==> config.mk <==
export PLATFORM = sky130hd
export DESIGN_NAME = pipe_stage_reg
export DESIGN_NICKNAME = d
export VERILOG_FILES = /design/src/rtl/pipe_stage_reg.sv
export SDC_FILE = /design/constraint.sdc
export NUM_CORES = 1
export LEC_CHECK = 0
export BUFFER_PORTS_ARGS = -buffer_cell sky130_fd_sc_hd__buf_4
export CORE_UTILIZATION = 44
export CTS_CLUSTER_SIZE = 16
export DETAILED_ROUTE_END_ITERATION = 8
export PLACE_DENSITY_LB_ADDON = 0.12
export SYNTH_ARGS = -nofsm -noshare
export SYNTH_HDL_FRONTEND = slang
export SYNTH_SLANG_ARGS = --single-unit
==> constraint.sdc <==
create_clock -name clk -period 14.8 [get_ports clk]
set_clock_uncertainty 0.05 [all_clocks]
set_input_delay 1.48 -clock clk [delete_from_list [all_inputs] [get_ports clk]]
set_output_delay 1.48 -clock clk [all_outputs]
set_load 0.1 [all_outputs]
==> src/rtl/pipe_stage_reg.sv <==
// pipe_stage_reg: valid/ready pipeline register with flush, optional two-entry skid and stall counter
// Ports: clk, rst (async, active-high), flush (sync squash), in_valid/in_ready/in_data (upstream),
//        out_valid/out_ready/out_data (downstream, oldest entry), occupancy (0..2), stall_cnt (saturating).
module pipe_stage_reg #(
  parameter int WIDTH = 128,
  parameter bit SKID = 1,
  parameter bit CLEAR_ON_FLUSH = 1
) (
  input  logic             clk,
  input  logic             rst,
  input  logic             flush,
  input  logic             in_valid,
  output logic             in_ready,
  input  logic [WIDTH-1:0] in_data,
  output logic             out_valid,
  input  logic             out_ready,
  output logic [WIDTH-1:0] out_data,
  output logic [1:0]       occupancy,
  output logic [15:0]      stall_cnt
);
  typedef enum logic [1:0] {EMPTY, ONE, FULL} state_t;
  logic [WIDTH-1:0] main_q;
  logic in_fire, out_fire;
  assign out_data = main_q;
  assign in_fire = in_valid & in_ready;
  assign out_fire = out_valid & out_ready;
  always_ff @(posedge clk or posedge rst)
    if (rst) stall_cnt <= '0;
    else if (out_valid & ~out_ready & ~&stall_cnt) stall_cnt <= stall_cnt + 16'd1;
  if (SKID) begin : g_skid
    state_t state, state_nx;
    logic [WIDTH-1:0] skid_q, main_nx, skid_nx;
    always_ff @(posedge clk or posedge rst)
      if (rst) begin
        state <= EMPTY;
        main_q <= '0;
        skid_q <= '0;
      end else begin
        state <= state_nx;
        main_q <= main_nx;
        skid_q <= skid_nx;
      end
    always_comb begin
      state_nx = state;
      main_nx = main_q;
      skid_nx = skid_q;
      if (flush) begin
        state_nx = EMPTY;
        main_nx = CLEAR_ON_FLUSH ? '0 : main_q;
        skid_nx = CLEAR_ON_FLUSH ? '0 : skid_q;
      end else
        case (state)
          EMPTY: if (in_fire) begin
            state_nx = ONE;
            main_nx = in_data;
          end
          ONE: if (in_fire & out_fire) main_nx = in_data;
          else if (in_fire) begin
            state_nx = FULL;
            skid_nx = in_data;
          end else if (out_fire) state_nx = EMPTY;
          FULL: if (out_fire) begin
            state_nx = ONE;
            main_nx = skid_q;
          end
          default: state_nx = EMPTY;
        endcase
    end
    // in_ready depends on state only, so no combinational path from out_ready
    assign in_ready = ~rst & (state != FULL);
    assign out_valid = state != EMPTY;
    assign occupancy = state == FULL ? 2'd2 : state == ONE ? 2'd1 : 2'd0;
  end else begin : g_single
    logic valid_q;
    always_ff @(posedge clk or posedge rst)
      if (rst) begin
        valid_q <= 1'b0;
        main_q <= '0;
      end else if (flush) begin
        valid_q <= 1'b0;
        main_q <= CLEAR_ON_FLUSH ? '0 : main_q;
      end else if (in_fire) begin
        valid_q <= 1'b1;
        main_q <= in_data;
      end else if (out_fire) valid_q <= 1'b0;
    // accepting while the held beat leaves this cycle replaces it without a bubble
    assign in_ready = ~rst & (out_ready | ~valid_q);
    assign out_valid = valid_q;
    assign occupancy = {1'b0, valid_q};
  end
endmodule

Yosys cells after proc, flatten, opt, wreduce, memory -nomap -nowiden
Cells that the tools add are included.

cells by class
  add/sub/neg operators = 1
  multipliers = 0
  divide/modulo/power cells = 0
  order comparisons = 0
  equality and inequality tests = 9
  shifts and indexed selects = 0
  mux-type cells = 17
  bitwise operators = 8
  reductions and logical operators = 10

operators by type and width
  operator                                        count
  2-to-1 mux 128 bit                              7
  case mux 128 bit (3 select lines)               1
  adder 16 x 1 -> 16 bit (second input constant)  1
  AND reduction 16 bit                            1
  2-to-1 mux 2 bit                                7
  inequality test 3 bit (second input constant)   4
  AND reduction 4 bit                             2
  bitwise AND 1 bit                               6
  case mux 2 bit (3 select lines)                 1
  nonzero test 2 bit                              3
  inequality test 2 bit (second input constant)   2
  inequality test 4 bit (second input constant)   1
  nonzero test 4 bit                              1
  AND reduction 3 bit                             1
  == test 2 x 1 -> 1 bit (second input constant)  1
  == test 2 bit (second input constant)           1
  logical NOT 2 bit                               1
  NOT 1 bit                                       2
  logical NOT 1 bit                               1
  2-to-1 mux 1 bit                                1

word-level totals
  bits in registers = 274
  latch bits = 0
  RAM bits = 0
  ROM bits = 0
  logic and storage cells = 49
  memories kept = 0

Longest topological paths before layout
  word-level depth = 7
  mapped depth = 8
  mapped depth without buffers = 5

Least setup slack after synthesis
No wires, ideal clock.

  path type = input -> register
  from = in rst
  to = reg g_skid.state[1]
  data arrival time = 7.649 ns
  path slack = 6.990 ns
  stages = 3
  cell sequence = inv_1 -> a31oi_1 -> nor3_1

on the way
  word-level cells in the longest chain between the ends = 7

RTL lines
  element                          RTL line  RTL
  from (decl)                      10        input logic rst,
  NOT 1 bit *                      70        assign in_ready = ~rst & (state != FULL);
  bitwise AND 1 bit *              70
  bitwise AND 1 bit *              25        assign in_fire = in_valid & in_ready;
  2-to-1 mux 2 bit                 58        else if (in_fire) begin
  2-to-1 mux 2 bit                 57        ONE: if (in_fire & out_fire) main_nx = in_data;
  case mux 2 bit (3 select lines)  52        case (state)
  2-to-1 mux 2 bit                 47        if (flush) begin
  to (signal assigned)             39        state <= state_nx;
  to (decl)                        31        state_t state, state_nx;

Every way passes the cells marked *; elsewhere a longest branch is shown, timed or not. The select of a mux whose other input is x is not followed.
A chain may end at the register's enable or synchronous reset.

Final worst setup path
  from = reg g_skid.state[0]
  to = out occupancy[1]

on the way
  word-level cells in the longest chain between the ends = 2

RTL lines
  element           RTL line  RTL
  == test 2 bit     72        assign occupancy = state == FULL ? 2'd2 : state == ONE ? 2'd1 : 2'd0;
  2-to-1 mux 2 bit  72
  to (decl)         18        output logic [1:0] occupancy,

No other way between the ends.

==> reports/results.ini <==
[clock_network]
clk_latency_ns=0.54
hold_buffers=0
cts_buffers=31
cts_tree=done
cts_sinks=274
cts.clk_slew.worst_paths_ns=0.06
cts-htree-levels=1
clk_path_buf_depth=3
cts_resized=0
cts_root_buf=clkbuf_16
cts_setup_buffers=0

[synthesis]
yosys_warnings=0
ys.flop_type=dfrtp_1
ys_async_sr_fraction_pct=100
avgSynthCellArea_um2=9.70
syn_area_um2=13100
synth_fp_nets=1485
yosysTopAreaCellShare_pct=52.3
yosys.area.top_type=dfrtp_1
synth.most_common_cell=nand2_1
syn_inst=1351
synth-seq-cells=274
synthTopCellsByCount=nand2_1, dfrtp_1, a21oi_1, mux2_4, clkbuf_1
netlist-cell-type-count=39
synth_edf_count=0
netlist_top_cells_area=dfrtp_1, nand2_1, mux2_4
ys_seq_area_share_pct=52.3

[layout]
nets=1708
drive_gt1_share_pct=30.2
fill_cells=2633
final_cells=1985
area_growth_syn_to_layout_pct=23.7

[timing]
slew_viol_final=0
fin_crit_ns=5.10
max_freq_mhz=196
rsz0062_at_grt=no
finalCritPeriodShare_pct=34.5
tightest_slew_ns=1.08
setup_violations=0
slew_headroom_pct=28.1
hold_viol=0
fin_tns_setup_ns=0

[placed_design]
place.gp.congestion=0.752
dp_hpwl_um=20200
io_buffers=280
place_inst=1925

[routing]
drc_errors=0
antenna_left=0
highest_layer=met4
wl_met1_um=15200
viasPerCell=5.19
postRouteWirelength_um=33700
dr.pass1.iters=8
vias=10301
routedWlPerCell_um=17.0
wl_met3_um=2410
dr_wl_met2_um=15600
drt_iter0_markers=981

[run]
cap_viol_max_count=0

[worst_setup_path]
end_kind=primary output
crit_top_cell=buf_4
slowest_stage=inv_4
critPathMaxStageDelay_ns=0.83
worstReg2RegEnd=out_data[70]
rr_startpoint=g_skid.state[0]
path_cells=nand2b_4 > inv_4 > buf_4 > buf_4
reg2reg_slack_ns=11.58
crit_type=reg -> out
crit_arrival_ns=3.57
worstSetupStartpointType=flip-flop
required_ns=13.27
crit_fanout=71
r2r_cells=6

[min_path]
worstHoldStart=stall_cnt[15]
holdPathEnd=stall_cnt[15]
hold_depth=1
hold_path_class=reg -> reg

[power_and_ir_drop]
finalPower_mw=2.14
vdd_ir_drop_max_uv=87.3
power.leakage_nw=7.96
p_per_area_nw_per_um2=132

[die]
die_x_um=175
core-area_um2=29000
rows=62
ioPinCount=281
die_h_um=175
die-area_um2=30500
floorplan.initialDensity_pct=45.2

[global_routing]
grt_pass1_vias=9914
grt_antenna_before_repair=3
grt_max_degree=155
grt_pass1_wl_um=53800
grt.total_usage_pct=21.8
grt_overflow_total=0

[outcome]
status=finished clean

==> where the power goes <==
group | internal, mW | leakage (nW) | switching [mW]
sequential | 0.793 | 3.68 | 0.0362
combinational | 0.147 | 3.78 | 0.410
clock | 0.451 | 0.510 | 0.303
total | 1.39 | 7.96 | 0.749
==> cell type report <==
class,instances,area (um^2),share of cell area [%]
Antenna cell,3,7.51,0.0463
Clock buffer,48,940,5.80
Clock inverter,9,76.3,0.471
Inverter,4,25.0,0.154
Multi-Input combinational cell,973,5640,34.8
Sequential cell,274,6860,42.3
Tap cell,384,480,2.96
Timing Repair Buffer,290,2180,13.5
==> routing by layer <==
metal  up-vias  global-route usage (%)
met2       306                    34.3
met5         -                       0
met3        42                    5.09
met1      5041                    30.8
met4         0                    4.82
li1       4912                       -
==> cell usage in the layout (no fill, tap or decap), types with 6 or more instances in the layout <==
cell / n
nand2_1: 521
buf_4: 289
dfrtp_1: 274
a21oi_1: 259
mux2_4: 120
clkbuf_16: 31
xor2_1: 12
clkbuf_8: 11
mux2_2: 9
nor2_1: 7
nor3_1: 7
clkinv_2: 7
clkbuf_1: 7
nand3_1: 6
==> worst max path at each step <==
stage	depth (start not counted)	slack [ns]	endpoint	start
6_report	4	9.70	occupancy[1]	g_skid.state[0]
5_1_grt	4	9.48	occupancy[1]	g_skid.state[0]
4_1_cts	4	9.57	occupancy[1]	g_skid.state[0]
3_5_place_dp	4	10.16	occupancy[1]	g_skid.state[0]
3_3_place_gp	4	10.18	occupancy[1]	g_skid.state[0]
2_1_floorplan	1	5.70	g_skid.skid_q[0]	rst
==> cell families after synthesis <==
group	count (synthesis)	synth area share (%)
simple gates	565	17.1
flops	274	52.3
compound gates	264	10.2
mux	130	14.6
buf+inv	104	4.78
xor+xnor	13	0.869
fa+ha+maj	1	0.0955
==> critical path: cells and delay by family (launching register included) <==
| kind | cells | cell delay, ns |
|---|---|---|
| buffers and inverters | 3 | 1.98 |
| AND/OR/NAND/NOR | 1 | 0.59 |
| flip-flops | 1 | 0.44 |
==> flip-flops by register name, indices dropped and copies added (netlist names) <==
register / flops
stall_cnt: 16
out_data: 128
g_skid.skid_q: 128
g_skid.state: 2
==> metrics by stage <==
| step | cell area [um^2] | util [%] | hold slack, ns | setup slack, ns |
|---|---|---|---|---|
| floorplan | 13100 | - | 0.452 | 5.70 |
| global placement | 15200 | 52.3 | 0.434 | 10.18 |
| detailed placement | 15200 | 52.3 | 0.443 | 10.16 |
| CTS | 16200 | 55.8 | 0.451 | 9.57 |
| global route | 16200 | 55.9 | 0.461 | 9.48 |
| finish | 16200 | 55.9 | 0.448 | 9.70 |
Power figures use the tool's default switching activity.
